### src/rtl/seg7_scan_if.sv
// Display-side bundle for seg7_scan.
//   data[15:0]     four hex nibbles, data[3:0] is digit 0
//   load           capture data into the display register
//   blank[3:0]     per-digit force-dark
//   blink_en[3:0]  per-digit dark during the blink-off phase
//   ds_seg[6:0]    segments {g,f,e,d,c,b,a}, active-high
//   ds_en[3:0]     one-hot digit enable, active-high
//   digit_idx[1:0] digit currently selected
//   state_dbg[1:0] scan FSM state (0 WAIT, 1 GAP, 2 SHOW)
// Handshake: there is no valid/ready pair; load is a single-cycle strobe
// sampled on every rising clk edge, and all other inputs are levels.
interface seg7_scan_if;
    logic [15:0] data;
    logic        load;
    logic [3:0]  blank;
    logic [3:0]  blink_en;
    logic [6:0]  ds_seg;
    logic [3:0]  ds_en;
    logic [1:0]  digit_idx;
    logic [1:0]  state_dbg;

    modport master (
        output data, load, blank, blink_en,
        input  ds_seg, ds_en, digit_idx, state_dbg
    );

    modport slave (
        input  data, load, blank, blink_en,
        output ds_seg, ds_en, digit_idx, state_dbg
    );
endinterface

### src/rtl/seg7_scan.sv
// Four-digit multiplexed seven-segment driver.
// Each rising edge of the asynchronous scan_clk (after a 2-flop synchroniser
// and an edge detector) advances to the next digit. After every step all
// outputs are held off for DEAD_CYC cycles to avoid ghosting, then the
// selected digit is lit with the hex decode of its nibble unless it is
// blanked or in the off half of its blink period.
// Ports:
//   clk       system clock
//   rst_n     asynchronous active-low reset
//   scan_clk  divided scan clock, asynchronous to clk
//   bus       seg7_scan_if.slave (data/load/blank/blink_en in,
//             ds_seg/ds_en/digit_idx/state_dbg out)
module seg7_scan #(
    parameter int DEAD_CYC     = 4,
    parameter int BLINK_FRAMES = 64
) (
    input  logic         clk,
    input  logic         rst_n,
    input  logic         scan_clk,
    seg7_scan_if.slave   bus
);

    localparam int GW = (DEAD_CYC > 1) ? $clog2(DEAD_CYC) : 1;
    localparam int FW = (BLINK_FRAMES > 1) ? $clog2(BLINK_FRAMES) : 1;

    typedef enum logic [1:0] {
        WAIT = 2'd0,
        GAP  = 2'd1,
        SHOW = 2'd2
    } state_t;

    state_t        state;
    logic          s1, s2, s3;
    logic [15:0]   disp;
    logic [1:0]    idx;
    logic [GW-1:0] gap_cnt;
    logic [FW-1:0] frame_cnt;
    logic          blink_phase;
    logic [6:0]    seg_q;
    logic [3:0]    en_q;

    logic          step;
    logic          adv;
    state_t        nxt_state;
    logic [1:0]    nxt_idx;
    logic [GW-1:0] nxt_gap;
    logic [FW-1:0] nxt_frame;
    logic          nxt_phase;
    logic [15:0]   nxt_disp;
    logic          dark;
    logic          lit;
    logic [3:0]    nxt_nib;
    logic [6:0]    nxt_seg;
    logic [3:0]    nxt_en;

    function automatic logic [6:0] hex7(input logic [3:0] n);
        case (n)
            4'h0: hex7 = 7'h3F;
            4'h1: hex7 = 7'h06;
            4'h2: hex7 = 7'h5B;
            4'h3: hex7 = 7'h4F;
            4'h4: hex7 = 7'h66;
            4'h5: hex7 = 7'h6D;
            4'h6: hex7 = 7'h7D;
            4'h7: hex7 = 7'h07;
            4'h8: hex7 = 7'h7F;
            4'h9: hex7 = 7'h6F;
            4'hA: hex7 = 7'h77;
            4'hB: hex7 = 7'h7C;
            4'hC: hex7 = 7'h39;
            4'hD: hex7 = 7'h5E;
            4'hE: hex7 = 7'h79;
            4'hF: hex7 = 7'h71;
        endcase
    endfunction

    // One-cycle pulse on the synchronised rising edge of scan_clk.
    assign step = s2 & ~s3;

    // Next-state logic. Outputs are registered from the *next* index, phase
    // and display value so that a load, a blank/blink change or a step is
    // visible on the pins one cycle later.
    always_comb begin
        nxt_state = state;
        nxt_idx   = idx;
        nxt_gap   = gap_cnt;
        nxt_frame = frame_cnt;
        nxt_phase = blink_phase;
        adv       = 1'b0;

        case (state)
            WAIT: begin
                // First step after reset keeps digit 0.
                if (step) begin
                    nxt_state = GAP;
                    nxt_gap   = '0;
                end
            end
            GAP: begin
                if (step) begin
                    adv     = 1'b1;
                    nxt_gap = '0;
                end else if (gap_cnt == GW'(DEAD_CYC - 1)) begin
                    nxt_state = SHOW;
                end else begin
                    nxt_gap = gap_cnt + 1'b1;
                end
            end
            SHOW: begin
                if (step) begin
                    nxt_state = GAP;
                    nxt_gap   = '0;
                    adv       = 1'b1;
                end
            end
            default: nxt_state = WAIT;
        endcase

        if (adv) begin
            nxt_idx = idx + 2'd1;
            // A 3 -> 0 wrap closes one frame of the blink period.
            if (idx == 2'd3) begin
                if (frame_cnt == FW'(BLINK_FRAMES - 1)) begin
                    nxt_frame = '0;
                    nxt_phase = ~blink_phase;
                end else begin
                    nxt_frame = frame_cnt + 1'b1;
                end
            end
        end

        nxt_disp = bus.load ? bus.data : disp;
        dark     = bus.blank[nxt_idx] | (bus.blink_en[nxt_idx] & nxt_phase);
        lit      = (nxt_state == SHOW) && !dark;
        nxt_nib  = nxt_disp[{nxt_idx, 2'b00} +: 4];
        nxt_seg  = lit ? hex7(nxt_nib) : 7'h00;
        nxt_en   = lit ? (4'b0001 << nxt_idx) : 4'b0000;
    end

    always_ff @(posedge clk or negedge rst_n) begin
        if (!rst_n) begin
            state       <= WAIT;
            s1          <= 1'b0;
            s2          <= 1'b0;
            s3          <= 1'b0;
            disp        <= 16'h0000;
            idx         <= 2'd0;
            gap_cnt     <= '0;
            frame_cnt   <= '0;
            blink_phase <= 1'b0;
            seg_q       <= 7'h00;
            en_q        <= 4'h0;
        end else begin
            s1          <= scan_clk;
            s2          <= s1;
            s3          <= s2;
            state       <= nxt_state;
            disp        <= nxt_disp;
            idx         <= nxt_idx;
            gap_cnt     <= nxt_gap;
            frame_cnt   <= nxt_frame;
            blink_phase <= nxt_phase;
            seg_q       <= nxt_seg;
            en_q        <= nxt_en;
        end
    end

    assign bus.ds_seg    = seg_q;
    assign bus.ds_en     = en_q;
    assign bus.digit_idx = idx;
    assign bus.state_dbg = state;

endmodule
### src/flat_wrapper.sv
// flat-port wrapper written by rule: the top's interface ports become plain ports
module seg7_scan_flat 
#(
    parameter int DEAD_CYC     = 4,
    parameter int BLINK_FRAMES = 64
)
  (clk, rst_n, scan_clk, bus_data, bus_load, bus_blank, bus_blink_en, bus_ds_seg, bus_ds_en, bus_digit_idx, bus_state_dbg);
  seg7_scan_if bus_i ();
  input  logic clk;
  input  logic rst_n;
  input  logic scan_clk;
  input wire logic [$bits(bus_i.data)-1:0] bus_data;
  input wire logic [$bits(bus_i.load)-1:0] bus_load;
  input wire logic [$bits(bus_i.blank)-1:0] bus_blank;
  input wire logic [$bits(bus_i.blink_en)-1:0] bus_blink_en;
  output wire logic [$bits(bus_i.ds_seg)-1:0] bus_ds_seg;
  output wire logic [$bits(bus_i.ds_en)-1:0] bus_ds_en;
  output wire logic [$bits(bus_i.digit_idx)-1:0] bus_digit_idx;
  output wire logic [$bits(bus_i.state_dbg)-1:0] bus_state_dbg;
  assign bus_i.data = bus_data;
  assign bus_i.load = bus_load;
  assign bus_i.blank = bus_blank;
  assign bus_i.blink_en = bus_blink_en;
  assign bus_ds_seg = bus_i.ds_seg;
  assign bus_ds_en = bus_i.ds_en;
  assign bus_digit_idx = bus_i.digit_idx;
  assign bus_state_dbg = bus_i.state_dbg;
  seg7_scan #(.DEAD_CYC(DEAD_CYC), .BLINK_FRAMES(BLINK_FRAMES)) u_core (.clk(clk), .rst_n(rst_n), .scan_clk(scan_clk), .bus(bus_i));
endmodule
### config.mk
export PLATFORM = sky130hd
export DESIGN_NAME = seg7_scan_flat
export DESIGN_NICKNAME = d
export VERILOG_FILES = /design/src/rtl/seg7_scan_if.sv /design/src/rtl/seg7_scan.sv /design/src/flat_wrapper.sv
export SDC_FILE = /design/constraint.sdc
export NUM_CORES = 1
export LEC_CHECK = 0
export CAP_MARGIN = 20
export CORE_AREA = 2 2 51 89
export CTS_CLUSTER_DIAMETER = 100
export CTS_CLUSTER_SIZE = 8
export DETAILED_ROUTE_END_ITERATION = 8
export DIE_AREA = 0 0 53 91
export DONT_BUFFER_PORTS = 1
export PLACE_DENSITY = 0.73
export SLEW_MARGIN = 20
export SYNTH_ARGS = -nofsm -noshare
export SYNTH_HDL_FRONTEND = slang
export SYNTH_SLANG_ARGS = --single-unit
### constraint.sdc
create_clock -name clk -period 2.6 [get_ports clk]
set_input_delay 0.26 -clock clk [delete_from_list [all_inputs] [get_ports clk]]
set_output_delay 0.26 -clock clk [all_outputs]
set_load 0.01 [all_outputs]
==> results of run 1 <==
-- final cells by class --
class,instances,area (µm²)
clock buffers,5,68.8
clock inverters,3,15.0
fillers,307,1430
inverters,17,66.3
multi-input cells,129,1150
flip-flops and latches,43,1080
well taps,49,61.3
repair buffers,25,205
-- cells by family (layout without fill, tap and decap cells) --
kind of cell	count (synthesis)	in the layout	synth area share
compound gates	37	37	0.126
xor+xnor	4	4	0.0239
fa+ha+maj	13	13	0.0723
buf+inv	22	50	0.0434
flops	43	43	0.479
mux	27	27	0.145
simple gates	48	48	0.111
-- what timing repair did --
action,in CTS,in global routing
hold buffers,3,0
gates resized for setup,3,11
endpoints found under the setup margin,7,9
setup buffers,3,0
hold endpoints to repair,44,0
pin swaps,2,0
gates cloned,0,0
-- flip-flops by register name, summed over array words and instances, names as in the netlist, 2 cells and up --
name                  flops
u_core.disp              16
u_core.bus.state_dbg      2
u_core.bus.ds_seg         7
u_core.gap_cnt            2
u_core.bus.ds_en          4
u_core.bus.digit_idx      2
u_core.frame_cnt          6
-- power by group through the flow --
stage | clock network [mW] | registers (mW) | logic (mW)
final | 0.405 | 0.851 | 1.78
after global routing | 0.435 | 0.861 | 1.93
after CTS | 0.411 | 0.846 | 1.68
after detailed placement | 0 | 0.859 | 1.62
after global placement | 0 | 0.853 | 1.54
after floorplan | 0 | 0.873 | 1.06
-- per-stage QoR --
step	instances	setup slack, ps	util
after floorplan	194	-64.7	-
after global placement	257	-12.6	0.601
after detailed placement	257	-90.2	0.601
after CTS	271	2.80	0.639
after global routing	271	-81.9	0.649
final	271	19.4	0.649
-- worst max-delay path: cells and delay by family, from the launching register on --
kind	cells	cell delay, ps
xor gates and xnor gates	1	170
adders and majority gates	2	340
buffers and inverters	3	220
DFF	1	410
muxes	2	1050
and+or+nand+nor	2	340
-- cells in the final DEF, fill, tap and decap left out, drive strengths merged, types with 2 or more instances in the layout --
master	n
nor2	12
ha	13
buf	23
nand2	12
nand3	4
mux4	3
a21oi	4
mux2i	9
clkinv	3
clkbuf	5
dlygate4sd3	2
dfrtp	43
a221oi	3
nor2b	7
xnor2	4
o22ai	4
o21ai	8
inv	17
mux2	15
a22o	3
a31oi	3
a211oi	3
nand3b	3
nand2b	3
-- path summary, 6_finish.rpt --
path	start	slack (ps)	cells past startpoint	to
setup / recovery	u_core.bus.state_dbg[0]	20	10	u_core.bus.ds_seg[3]
hold / removal	bus_data[6]	120	2	u_core.disp[6]
setup reg to reg	u_core.bus.state_dbg[0]	20	10	u_core.bus.ds_seg[3]
hold reg to reg	u_core.s1	350	0	u_core.s2
max in group asynchronous	rst_n	1940	2	u_core.bus.state_dbg[1]
min in group asynchronous	rst_n	430	2	u_core.frame_cnt[4]
-- layer usage --
| metal | wire length, µm | vias up |
|---|---|---|
| met2 | 2920 | 41 |
| met1 | 1650 | 805 |
| met5 | 0 | - |
| met4 | 248 | 0 |
| li1 | - | 735 |
| met3 | 182 | 21 |
==> out/qor.yml, run 1 <==
status: "finished, final reports clean"
ys_seq_elements: 43
dieArea_mm2: 0.00482
clock-skew-final_ps: 5.87
maxSlewViolCount: 0
floorplan.initialDensity: 0.552
fin_worst_hold_slack_ps: 120
period_needed_ps: 2580
rsz0062_at_grt: "true"
powerDensity_mw_per_mm2: 1150
crit_path_top_delay_cell: "mux4_2"
grt_max_degree: 44
rows: 31
min_path_type: "input pin to flop"
top_usage_layer: "met2"
finalCritPeriodShare: 0.993
sequentialPowerShare: 0.281
htree_levels: 2
clk_pin_slew_ps: 80
power.share.switching: 0.406
die_height_um: 91
p_comb_frac: 0.586
area_delta_synth_final_pct: 17.6
power_frac_clock: 0.133
gp_congestion: 0.885
critPathMaxFanout: 4
routed_wl_mm: 5.00
first_pass_iters: 4
placed_area_mm2: 0.00245
worstPathCellList: "inv_2 -> ha_4 -> and3b_2 -> xnor2_4 -> mux4_2 -> inv_4 -> ha_4 -> inv_2 -> mux4_2 -> nor2_1"
yosys.cell_count.top_type: "dfrtp_1"
ctsRootBufferMaster: "clkbuf_8"
yosys.area.top_type_share: 0.479
max_stage_delay_ps: 600
core_area_mm2: 0.00407
slew-limit-headroom: 0.734
clock.fmax_ghz: 0.388
grt_use_total: 0.228
antenna_cells: 0
synthesis.nets: 235
cts_buffers: 5
netlist_top_cells_area: "dfrtp_1 48%, ha_1 7.2%, mux2_2 7.0%, mux2i_1 4.0%, mux4_2 3.0%"
synth_top_cells_by_count: "43 x dfrtp_1, 17 x inv_1, 14 x mux2_2, 13 x ha_1, 12 x nand2_1"
ir_drop_mv: 1.02
drv_cap: 0
drt_iter0_markers: 22
grt_antenna_before_repair: 0
use_met2: 0.417
drive_gt1_frac: 0.329
cts_tree: "built"
p_total_mw: 3.03
async_flop_share: 1.00
p_leak_nw: 1.23
clock-sinks: 43
finalInstanceArea_mm2: 0.00265
routed_via_density: 5.91
final-hold-violation-count: 0
insertion_delay_ps: 290
ys_types: 43
power.internal_mw: 1.80
nNetsFinal: 262
endpoint_kind: "flop"
final_antenna_net_count: 0
cp-start-kind: "flop"
ys.warnings.count: 0
avgRoutedWirePerCell_um: 18.4
yosysTopAreaCell: "dfrtp_1"
setup_violations: 0
hpwl_mm: 3.91
port-buffer-count: 0
fin_setup_tns_ps: 0
synth_edf_count: 0
seq_area_frac_synth: 0.479
syn_inst: 194
vias: 1602
use_met3: 0.0428
die_width_um: 53
path_class: "flop to flop"
worst_pin_slew_ps: 389
synth_flop_cell: "dfrtp_1"
globalRouteMet1Util: 0.221
grt_overflow: 0
arrival_ps: 2810
grt_pass1_wl_mm: 8.07
ios: 43
drc: 0
synth_area_mm2: 0.00225
syn_avg_cell_area_um2: 11.6
clock_path_buffers: 2
switchingPower_mw: 1.23
grt_pass1_vias: 1852
cp.required_ps: 2830
No activity file was read; power rests on OpenSTA's default activity.
==> inputs of run 2 (changes only) <==
--- a/config.mk
+++ b/config.mk
@@ -5,14 +5,13 @@
 export SDC_FILE = /design/constraint.sdc
 export NUM_CORES = 1
 export LEC_CHECK = 0
+export BUFFER_PORTS_ARGS = -buffer_cell sky130_fd_sc_hd__buf_2
 export CAP_MARGIN = 20
-export CORE_AREA = 2 2 51 89
-export CTS_CLUSTER_DIAMETER = 100
+export CORE_AREA = 2 2 55 95
 export CTS_CLUSTER_SIZE = 8
 export DETAILED_ROUTE_END_ITERATION = 8
-export DIE_AREA = 0 0 53 91
-export DONT_BUFFER_PORTS = 1
-export PLACE_DENSITY = 0.73
+export DIE_AREA = 0 0 57 97
+export PLACE_DENSITY = 0.72
 export SLEW_MARGIN = 20
 export SYNTH_ARGS = -nofsm -noshare
 export SYNTH_HDL_FRONTEND = slang
==> run 2 against run 1 <==
The run now ends with setup timing left. Utilization fell by 4.0 points. Non-clock buffer count increased by 46. Critical path depth unchanged. Via count rose by 8.2%. Fmax down 1.2%. Combinational power rose by 8%. First-iteration DRC count grew 100%. Cell area rose by 8.5%. Critical path type unchanged. Critical endpoint unchanged.
==> out/qor.yml, run 2 (synthesis gave the netlist of run 1 again) <==
critPathMaxFanout: 5  # +1
drc: 0  # unchanged
worst_slack_ps: -12.9  # -32.4 ps
cp-start-kind: "flop"
maxSlewViolCount: 0  # unchanged
dieArea_mm2: 0.00553  # +15%
ir_drop_mv: 0.710  # -31%
final_antenna_net_count: 0  # unchanged
area_delta_synth_final_pct: 27.7
slew-limit-headroom: 0.637  # -0.0964
routed_wl_mm: 5.22  # +4.5%
multiInputGateArea_mm2: 0.00114  # -0.87%
drt_iter0_markers: 45  # +100%
min_delay_path_depth: 1  # -1
grt_use_total: 0.202  # -0.0258
p_leak_nw: 1.44  # +16%
avgRoutedWirePerCell_um: 16.4  # -11%
port-buffer-count: 42  # +42
die_width_um: 57  # +7.5%
nFillCells: 405  # +32%
worst_pin_slew_ps: 544  # +156 ps
powerDensity_mw_per_mm2: 1110  # -3.1%
finalCritPeriodShare: 1.00  # +0.0125
clk_pin_slew_ps: 80  # about the same
rsz0062_at_grt: "true"
floorplan.initialDensity: 0.478  # -0.0744
clock-skew-final_ps: 6.13  # +0.263 ps
regArea_mm2: 0.00108  # unchanged
p_total_mw: 3.19  # +5.1%
utilization: 0.610  # -0.0397
nNetsFinal: 308  # +18%
hpwl_mm: 3.97  # +1.7%
grt_antenna_before_repair: 0  # unchanged
worstHoldStart: "scan_clk"
cts_tree: "built"
dp_slack_ps: -24.9  # +65.4 ps
grt_max_degree: 44  # unchanged
rr_worst_depth: 10  # unchanged
reg2reg_from: "u_core.bus.digit_idx[1]"
period_needed_ps: 2610  # +32.4 ps
setup_violations: 2  # +2
routed_via_density: 5.43  # -8.1%
grt_overflow: 0  # unchanged
largest_register: "u_core.disp"
min_path_type: "input pin to flop"
htree_levels: 2  # unchanged
violations: "setup timing"
grt_pass1_vias: 1888  # +1.9%
grt_pass1_wl_mm: 8.53  # +5.6%
clock-sinks: 43  # unchanged
vias: 1733  # +8.2%
final-hold-violation-count: 0  # unchanged
largest_reg_flops: 16  # unchanged
first_pass_iters: 4  # unchanged
antenna_cells: 0  # unchanged
insertion_delay_ps: 290  # about the same
endpoint_kind: "flop"
drv_cap: 0  # unchanged
die_height_um: 97  # +6.6%
ctsRootBufferMaster: "clkbuf_8"
holdPathEnd: "u_core.s1"
cts_buffers: 5  # unchanged
fin_setup_tns_ps: -24.6  # -24.6 ps
core_area_mm2: 0.00471  # +16%
final_cell_mix: "41 x buf_2, 41 x dfrtp_1, 29 x buf_4"
status: "finished, violations left"
path_class: "flop to flop"
arrival_ps: 2840  # +30 ps
clock_path_buffers: 2  # unchanged
r2r_end: "u_core.bus.ds_seg[3]"
drive_gt1_frac: 0.431  # +0.102
rows: 33  # +6.5%
reg2reg_slack_ps: -10  # -30 ps
ios: 43  # unchanged
cp.required_ps: 2830  # about the same
clock.fmax_ghz: 0.383  # -1.2%
gp_congestion: 0.869  # -1.8%
==> run 2: cell count changes in the layout (fill, tap and decap cells not counted), sizes merged <==
| cell | change |
|---|---|
| buf | +47 |
| clkbuf | +1 |
| clkinv | -2 |
| dlygate4sd3 | -1 |
==> run 2: final cells by class <==
class	count	share of cell area
multi-input cells	129	0.397
flip-flops and latches	43	0.376
repair buffers	71	0.151
clock buffers	6	0.0288
inverters	17	0.0231
well taps	52	0.0227
clock inverters	1	0.00174
==> run 2: how the worst max path moves through the flow <==
stage	endpoint	cells past startpoint	from	slack (ps)
after floorplan	u_core.bus.ds_seg[3]	11	u_core.bus.state_dbg[0]	-60
after global placement	u_core.bus.ds_seg[3]	10	u_core.bus.digit_idx[0]	-30
after detailed placement	u_core.bus.ds_seg[5]	8	u_core.bus.state_dbg[0]	-20
after CTS	u_core.bus.ds_seg[3]	10	u_core.bus.digit_idx[1]	-20
after global routing	u_core.bus.ds_seg[3]	10	u_core.bus.state_dbg[0]	-120
final	u_core.bus.ds_seg[3]	10	u_core.bus.digit_idx[1]	-10
==> run 2: stage by stage <==
stage	cells	hold slack [ps]	area (µm²)
after floorplan	194	-35.6	2280
after global placement	309	339	2710
after detailed placement	309	336	2710
after CTS	316	63.3	2820
after global routing	319	52.1	2870
final	319	65.0	2870
==> run 2: worst max-delay path, stage by stage (launching register included) <==
cell      delay [ps]
dfrtp_1          420
ha_4             290
nand4b_1         150
a21boi_2         200
buf_4            160
mux2i_1          120
mux2_4           310
buf_4            140
ha_1             210
mux4_2           460
nor2_1            90
==> run 2: layer usage <==
metal,share of wire,track usage
met1,0.37,0.212
met2,0.57,0.373
met4,0.026,0.0984
met3,0.034,0.0348
met5,0,0
==> run 2: repair_timing <==
action	4_1_cts	5_1_grt
hold endpoints to repair	0	3
buffers inserted	0	2
pin swaps	2	2
hold buffers	0	1
endpoints found under the setup margin	7	7
gates resized for setup	4	6
==> run 2: where the power goes <==
| part | total (mW) | internal, mW | leakage (nW) | switching [mW] |
|---|---|---|---|---|
| logic | 1.93 | 0.954 | 0.845 | 0.973 |
| registers | 0.835 | 0.775 | 0.544 | 0.0600 |
| clock network | 0.426 | 0.208 | 0.0470 | 0.218 |
==> inputs of run 3 (changes only) <==
--- a/config.mk
+++ b/config.mk
@@ -7,11 +7,11 @@
 export LEC_CHECK = 0
 export BUFFER_PORTS_ARGS = -buffer_cell sky130_fd_sc_hd__buf_2
 export CAP_MARGIN = 20
-export CORE_AREA = 2 2 55 95
+export CORE_AREA = 2 2 73 61
 export CTS_CLUSTER_SIZE = 8
 export DETAILED_ROUTE_END_ITERATION = 8
-export DIE_AREA = 0 0 57 97
-export PLACE_DENSITY = 0.72
+export DIE_AREA = 0 0 75 63
+export PLACE_DENSITY = 0.81
 export SLEW_MARGIN = 20
 export SYNTH_ARGS = -nofsm -noshare
 export SYNTH_HDL_FRONTEND = slang
==> constraint.sdc (replaced) <==
create_clock -name clk -period 3.1 [get_ports clk]
set_input_delay 0.31 -clock clk [delete_from_list [all_inputs] [get_ports clk]]
set_output_delay 0.31 -clock clk [all_outputs]
set_load 0.01 [all_outputs]
==> run 3 against run 2 <==
The run now ends clean. Non-clock buffer count is 26 lower. Critical path depth stayed put. Sequential share of layout area is 3.7 points higher. Global-route usage is 0.47 points lower. Die area is 15% lower. Clock skew is 2.0 ps lower. Utilization is 3.9 points higher. Highest routed layer unchanged.
==> out/qor.yml, run 3 (synthesis gave the netlist of run 1 again) <==
status: "finished, final reports clean"
vias: 1587  # -8.4%
core_area_mm2: 0.00402  # -15%
drv_cap: 0  # unchanged
clk_pin_slew_ps: 80  # about the same
endpoint_kind: "flop"
min_path_type: "input pin to flop"
largest_register: "u_core.disp"
powerDensity_mw_per_mm2: 843  # -24%
rr_worst_depth: 10  # unchanged
ir_drop_mv: 0.496  # -30%
rows: 21  # -36%
routed_wl_mm: 4.32  # -17%
cts_tree: "built"
rsz0062_at_grt: "false"
clock_path_buffers: 2  # unchanged
grt_use_total: 0.198  # -0.00465
worst_slack_ps: 210  # +223 ps
postCtsSetupRepairBufs: 0  # unchanged
grt_max_degree: 44  # unchanged
avgRoutedWirePerCell_um: 14.5  # -11%
cp-start-kind: "flop"
arrival_ps: 3110  # +270 ps
nNetsFinal: 282  # -8.4%
die_width_um: 75  # +32%
routed_via_density: 5.33  # -2.0%
slew-limit-headroom: 0.407  # -0.230
grt_pass1_vias: 1568  # -17%
htree_levels: 2  # unchanged
critPathMaxFanout: 5  # unchanged
clock-sinks: 43  # unchanged
floorplan.initialDensity: 0.559  # +0.0816
ctsRootBufferMaster: "clkbuf_8"
maxSlewViolCount: 0  # unchanged
drc: 0  # unchanged
worst_pin_slew_ps: 889  # +345 ps
fin_worst_hold_slack_ps: 134  # +69.0 ps
hpwl_mm: 3.36  # -15%
cts_hold_buf: 0  # unchanged
final-hold-violation-count: 0  # unchanged
antenna_cells: 0  # unchanged
period_needed_ps: 2890  # +277 ps
dieArea_mm2: 0.00473  # -15%
mostFrequentLayoutCell: "dfrtp_1"
fin_setup_tns_ps: 0  # +24.6 ps
min_delay_path_depth: 1  # unchanged
insertion_delay_ps: 280  # about the same
cp.required_ps: 3320  # +490 ps
dp_slack_ps: 208  # +233 ps
cts_resized: 0  # -4
grt_antenna_before_repair: 0  # unchanged
final_cell_mix: "43 x dfrtp_1, 42 x buf_2, 17 x inv_1"
ios: 43  # unchanged
path_class: "flop to flop"
port-buffer-count: 42  # unchanged
first_pass_iters: 5  # +1
area_delta_synth_final_pct: 16.0
drt_iter0_markers: 88  # +96%
drive_gt1_frac: 0.324  # -0.107
die_height_um: 63  # -35%
clock.fmax_ghz: 0.346  # -9.6%
placed_area_mm2: 0.00252  # -7.1%
finalInstanceArea_mm2: 0.00261  # -9.2%
grt_overflow: 0  # unchanged
final_antenna_net_count: 0  # unchanged
largest_reg_flops: 16  # unchanged
setup_violations: 0  # -2
p_leak_nw: 1.30  # -9.2%
gp_congestion: 0.837  # -3.7%
grt_pass1_wl_mm: 7.16  # -16%
cts_buffers: 5  # unchanged
finalCritPeriodShare: 0.932  # -0.0726
utilization: 0.649  # +0.0388
clock-skew-final_ps: 4.09  # -2.05 ps
## run 3: changes by cell type in the layout (fill, tap and decap cells not counted), moves of 2 or more
cell and delta:
buf_4 -26, ha_1 +3, ha_4 -3, inv_1 +3, dfrtp_1 +2, dfrtp_2 -2, inv_2 -2
## run 3: area by class of cell
type                    instances  area, µm²
clock buffers                   6       82.6
clock inverters                 1       5.00
fillers                       310       1410
inverters                      17       63.8
multi-input cells             129       1080
flip-flops and latches         43       1080
well taps                      57       71.3
repair buffers                 45        233
## run 3: metrics by stage
step           total power [mW]  std cells
2_1_floorplan              1.58        194
3_3_place_gp               1.82        291
3_5_place_dp               1.86        291
4_1_cts                    2.21        298
5_1_grt                    2.37        298
6_report                   2.20        298
## run 3: routing by layer
layer,share of wire,track usage
met1,0.49,0.298
met2,0.45,0.288
met3,0.056,0.0484
met4,0.0051,0.0469
met5,0,0
## run 3: worst paths after layout
| path | start | endpoint | slack, ps |
|---|---|---|---|
| max in group asynchronous | rst_n | u_core.disp[0] | 2400 |
| hold / removal | scan_clk | u_core.s1 | 130 |
| hold reg to reg | u_core.s1 | u_core.s2 | 360 |
| setup reg to reg | u_core.bus.state_dbg[0] | u_core.bus.ds_seg[3] | 210 |
| min in group asynchronous | rst_n | u_core.s2 | 140 |
| setup / recovery | u_core.bus.state_dbg[0] | u_core.bus.ds_seg[3] | 210 |
## run 3: power by group
part | internal, mW | switching, mW | total, mW
combinational | 0.495 | 0.649 | 1.14
sequential | 0.648 | 0.0589 | 0.707
clock | 0.175 | 0.172 | 0.347
total | 1.32 | 0.881 | 2.20
## run 3: worst max-delay path: stages (launching register included)
cell and delay, ps:
dfrtp_1 430, inv_1 100, ha_1 330, and3b_2 270, xnor2_4 220, mux4_2 590
inv_1 140, ha_1 170, inv_1 40, mux4_2 430, nor2_1 90
